**src/rtl/mux_arbiter_rr.sv**
```systemverilog
// Round-robin arbiter that drives the one-hot SEL of a 4:1 mux. Grants last until REQ drops, followed by a one-cycle gap.
// Optional grant timeout is compiled in with `define ARB_TIMEOUT_EN (limit set by MAX_GRANT).
module mux_arbiter_rr #(
    parameter logic [7:0] MAX_GRANT = 8'd16
) (
    input  logic       CLK,
    input  logic       RST,
    input  logic [3:0] REQ,
    output logic [3:0] SEL,
    output logic [1:0] GRANT_IDX,
    output logic       BUSY,
    output logic       TIMEOUT
);

    typedef enum logic [1:0] {IDLE, GRANT, GAP} state_t;

    state_t     state, state_nxt;
    logic [1:0] ptr, ptr_nxt;
    logic [1:0] win_idx, cand, idx_nxt;
    logic [3:0] sel_nxt;
    logic       win_vld, busy_nxt, hold, expire;

    if (MAX_GRANT == 8'd0) begin : g_bad_max_grant
        $error("MAX_GRANT must be in 1..255");
    end

    assign hold = REQ[GRANT_IDX];

    // Search order ptr, ptr+1, ptr+2, ptr+3; descending loop so the nearest hit wins.
    always_comb begin
        win_vld = 1'b0;
        win_idx = ptr;
        cand    = ptr;
        for (int k = 3; k >= 0; k--) begin
            cand = ptr + 2'(k);
            if (REQ[cand]) begin
                win_vld = 1'b1;
                win_idx = cand;
            end
        end
    end

`ifdef ARB_TIMEOUT_EN
    logic [7:0] grant_cnt;
    logic       timeout_q;

    assign expire = (state == GRANT) && hold && (grant_cnt == MAX_GRANT - 8'd1);

    always_ff @(posedge CLK or posedge RST) begin
        if (RST) begin
            grant_cnt <= 8'd0;
            timeout_q <= 1'b0;
        end else begin
            grant_cnt <= (state == GRANT) ? grant_cnt + 8'd1 : 8'd0;
            timeout_q <= expire;
        end
    end

    assign TIMEOUT = timeout_q;
`else
    assign expire  = 1'b0;
    assign TIMEOUT = 1'b0;
`endif

    always_comb begin
        state_nxt = state;
        sel_nxt   = SEL;
        idx_nxt   = GRANT_IDX;
        busy_nxt  = BUSY;
        ptr_nxt   = ptr;
        case (state)
            IDLE, GAP: begin
                if (win_vld) begin
                    state_nxt = GRANT;
                    sel_nxt   = 4'b0001 << win_idx;
                    idx_nxt   = win_idx;
                    busy_nxt  = 1'b1;
                end else begin
                    state_nxt = IDLE;
                    sel_nxt   = 4'b0000;
                    idx_nxt   = 2'd0;
                    busy_nxt  = 1'b0;
                end
            end
            GRANT: begin
                // Winner stays latched; only its own REQ (or the timeout) ends the grant.
                if (!hold || expire) begin
                    state_nxt = GAP;
                    sel_nxt   = 4'b0000;
                    idx_nxt   = 2'd0;
                    busy_nxt  = 1'b0;
                    ptr_nxt   = GRANT_IDX + 2'd1;
                end
            end
            default: begin
                state_nxt = IDLE;
                sel_nxt   = 4'b0000;
                idx_nxt   = 2'd0;
                busy_nxt  = 1'b0;
            end
        endcase
    end

    always_ff @(posedge CLK or posedge RST) begin
        if (RST) begin
            state     <= IDLE;
            SEL       <= 4'b0000;
            GRANT_IDX <= 2'd0;
            BUSY      <= 1'b0;
            ptr       <= 2'd0;
        end else begin
            state     <= state_nxt;
            SEL       <= sel_nxt;
            GRANT_IDX <= idx_nxt;
            BUSY      <= busy_nxt;
            ptr       <= ptr_nxt;
        end
    end

endmodule

```
**config.mk**
```make
export PLATFORM = sky130hd
export DESIGN_NAME = mux_arbiter_rr
export DESIGN_NICKNAME = d
export VERILOG_FILES = /design/src/rtl/mux_arbiter_rr.sv
export SDC_FILE = /design/constraint.sdc
export NUM_CORES = 1
export LEC_CHECK = 0
export ABC_AREA = 1
export BUFFER_PORTS_ARGS = -buffer_cell sky130_fd_sc_hd__clkbuf_2
export CORE_MARGIN = 3
export CORE_UTILIZATION = 50
export DETAILED_ROUTE_END_ITERATION = 10
export PLACE_DENSITY = 0.71
export SKIP_LAST_GASP = 1
export SLEW_MARGIN = 20
export SYNTH_ARGS = -nofsm -noshare
export SYNTH_HDL_FRONTEND = slang
export SYNTH_SLANG_ARGS = --single-unit
```
**constraint.sdc**
```tcl
create_clock -name CLK -period 1.6 [get_ports CLK]
set_input_delay 0.16 -clock CLK [delete_from_list [all_inputs] [get_ports CLK]]
set_output_delay 0.16 -clock CLK [all_outputs]
set_load 0.01 [all_outputs]
```
==> flow_metrics.py <==
metrics = {
    "outcome": {
        "status": "finished, final reports clean",
    },
    "die": {
        "start_util_pct": 56.0,
        "rows": 13,
        "core_area_um2": 1380,
        "dieArea_um2": 2060,
        "pin_count": 14,
        "die_height_um": 45.4,
        "die_w_um": 45.4,
    },
    "placed_design": {
        "gp_congestion": 0.772,
        "placed_area_um2": 835,
        "preCtsSetupSlack_ns": -0.000107,
        "hpwl_um": 1220,
        "dp.cells": 137,
        "portBuffers": 12,
    },
    "synthesis": {
        "synth_top_family_by_area": "simple AND/OR/NAND/NOR gates",
        "yosysTopAreaCell": "dfrtp_1",
        "ys_ff_latch": 11,
        "synth_mux_area_share_pct": 0,
        "yosys_warnings": 0,
        "synth_nets": 118,
        "async_flop_share_pct": 100,
        "synth_compound_area_share_pct": 5.33,
        "synth-xor-area-share_pct": 1.13,
        "synth_top_area_share_pct": 35.5,
        "post-synth-top-count-cell": "nand2_1",
        "synth_area_leaders": "dfrtp_1 (36%), nand2_1 (20%), nand2_2 (11%), inv_1 (6.3%), nand3_1 (5.2%)",
        "syn_area_um2": 774,
        "synth_cells": 112,
        "ys.flop_type": "dfrtp_1",
        "seq_area_frac_synth_pct": 35.5,
        "synth_simple_gate_area_share_pct": 45.9,
        "avgSynthCellArea_um2": 6.92,
        "synth_cell_types": 20,
        "synth_fa_ha_area_share_pct": 0,
        "synth_common_cells": "nand2_1 (42), nand2_2 (14), inv_1 (13), dfrtp_1 (11), nand3_1 (8)",
        "synth_edf_count": 0,
    },
    "drt": {
        "wl_um": 1640,
        "viasPerCell": 4.93,
        "drc": 0,
        "drtIter0Drc": 17,
        "vias": 725,
        "detail_route.first_pass.iterations": 4,
        "detail_route.wl_per_cell_um": 11.2,
        "ant_nets": 0,
    },
    "sta": {
        "clock.fmax_mhz": 665,
        "finalSetupViolations": 0,
        "fin_setup_tns_ns": 0,
        "slew_violations": 0,
        "hold_viol": 0,
        "setup_ws_ns": 0.0963,
        "fin_crit_ns": 1.50,
        "post-route-period-util_pct": 94.0,
        "fin_skew_ns": 0.00340,
    },
    "power": {
        "netSwitchingPower_w": 0.00110,
        "p_comb_share_pct": 68.5,
        "p_sw_share_pct": 51.4,
        "leakagePower_nw": 0.556,
        "power.density_nw_per_um2": 2260,
        "clkPwrFrac_pct": 8.6,
        "p_int_w": 0.00104,
        "p_seq_share_pct": 23.0,
        "ir_drop_mv": 1.29,
    },
    "job": {
        "drv_cap": 0,
    },
    "cts": {
        "clk-insertion-delay-late_ns": 0.27,
        "clk_pin_slew_ns": 0.07,
        "cts_buffers": 3,
        "clockBufferDepth": 2,
        "h-tree-depth": 1,
        "root_buffer": "clkbuf_4",
        "cts_tree": "yes",
        "clkSinkCount": 11,
    },
    "worst_setup_path": {
        "cp.arrival_ns": 1.66,
        "crit_path_cell_trace": "buf_12 -> clkinv_8 -> nand2_2 -> nand2_2 -> nand2_2 -> nand2_2 -> inv_2 -> nand2_2 -> nand3_2 -> nand2_1 -> nand2_1 -> nand2_1 -> nand2_1",
        "worstSetupStartpointType": "flop",
        "cp_max_fo": 8,
        "cp_common_cell": "nand2_2",
        "crit_slowest_cell": "dfrtp_2",
        "crit_type": "flop to flop",
        "crit_required_ns": 1.76,
        "worstSetupEndpointType": "flop",
        "critPathMaxStageDelay_ns": 0.42,
    },
    "cells_and_area": {
        "layout-drive-gt1-share_pct": 40.2,
        "n_antenna_cell": 0,
        "final_cell_count_no_fill": 147,
        "layout.nets": 139,
        "fin_util_pct": 68.6,
        "fin_area_um2": 948,
        "area_growth_pct": 22.5,
    },
    "global_route": {
        "grt_pass1_wl_um": 2630,
        "grt_usage_pct": 17.6,
        "grt_max_degree": 12,
        "grt_overflow": 0,
        "grt_pass1_vias": 611,
        "antenna_found_initial": 0,
    },
    "hold_path": {
        "hold_path_class": "input port to flop",
    },
}
==> path summary, 6_finish.rpt <==
check	startpoint	endpoint	slack, ns	depth (start not counted)
setup / recovery	ptr[0]$_DFFE_PP0P_	SEL[3]$_DFFE_PP0P_	0.1	13
hold / removal	REQ[0]	state[0]$_DFFE_PP0P_	0.30	5
setup reg to reg	ptr[0]$_DFFE_PP0P_	SEL[3]$_DFFE_PP0P_	0.1	13
hold reg to reg	SEL[2]$_DFFE_PP0P_	SEL[2]$_DFFE_PP0P_	0.49	2
max in group asynchronous	RST	ptr[1]$_DFFE_PP0P_	0.88	3
min in group asynchronous	RST	GRANT_IDX[0]$_DFFE_PP0P_	0.40	3
==> state kept, by name, summed over array words and instances, names as in the netlist <==
name / cells
ptr: 2
GRANT_IDX: 2
BUSY: 1
SEL: 4
state: 2
==> layout make-up <==
type	count	area (µm²)
Sequential cell	11	278
Timing Repair Buffer	18	118
Inverter	17	76.3
Clock buffer	4	26.3
Multi-Input combinational cell	82	432
Tap cell	15	18.8
Fill cell	122	434
==> cell families (layout without fill, tap and decap cells) <==
logic type                after synthesis  in the layout
AOI/OAI and AO/OA                       7              7
buffers and inverters                  19             39
other                                   1              1
DFF                                    11             11
xor gates and xnor gates                1              1
and+or+nand+nor                        73             73
==> metrics by stage <==
| step | total power (W) | hold WS [ns] |
|---|---|---|
| after global routing | 0.00234 | 0.391 |
| after global placement | 0.00170 | 0.146 |
| after CTS | 0.00193 | 0.310 |
| after detailed placement | 0.00173 | 0.144 |
| after floorplan | 0.00151 | 0.0124 |
| final | 0.00215 | 0.304 |
==> layout by cell type, fill, tap and decap left out, types with 2 or more instances in the layout <==
master	netlist	layout
nand2_4	1	2
nand4_1	2	2
inv_1	13	11
nand2_2	14	16
dfrtp_1	11	9
nand3_2	3	4
nand2_1	42	39
dfrtp_2	0	2
inv_2	3	5
o21ai_0	4	4
buf_4	1	3
clkbuf_2	0	13
clkbuf_4	0	3
nand3_1	8	7
==> worst max-delay path: cells and delay by family, from the launching register on <==
kind / cells / cell delay (ns)
buf+inv: 3 / 0.24
flops: 1 / 0.42
simple gates: 10 / 0.73
==> routing by layer <==
layer | wire (µm) | up-vias | track usage (%)
li1 | - | 384 | -
met1 | 763 | 324 | 25.1
met2 | 799 | 13 | 26.8
met3 | 58 | 4 | 3.59
met4 | 20 | 0 | 5.26
met5 | 0 | - | 0
==> power groups by stage <==
stage / combinational, W / clock, W / sequential, W
6_report: 0.00147 / 0.000184 / 0.000493
5_1_grt: 0.00163 / 0.000201 / 0.000512
4_1_cts: 0.00121 / 0.000190 / 0.000523
3_5_place_dp: 0.00120 / 0 / 0.000525
2_1_floorplan: 0.00102 / 0 / 0.000491
3_3_place_gp: 0.00118 / 0 / 0.000518
==> what timing repair did <==
| action | 4_1_cts | 5_1_grt |
|---|---|---|
| buffers inserted | 0 | 5 |
| endpoints found under the hold margin | 11 | 0 |
| setup endpoints to repair | 2 | 4 |
| pin swaps | 0 | 10 |
| hold buffers | 1 | 0 |
| gates resized for setup | 1 | 10 |
Note: power is estimated with default switching activity, not from simulation.
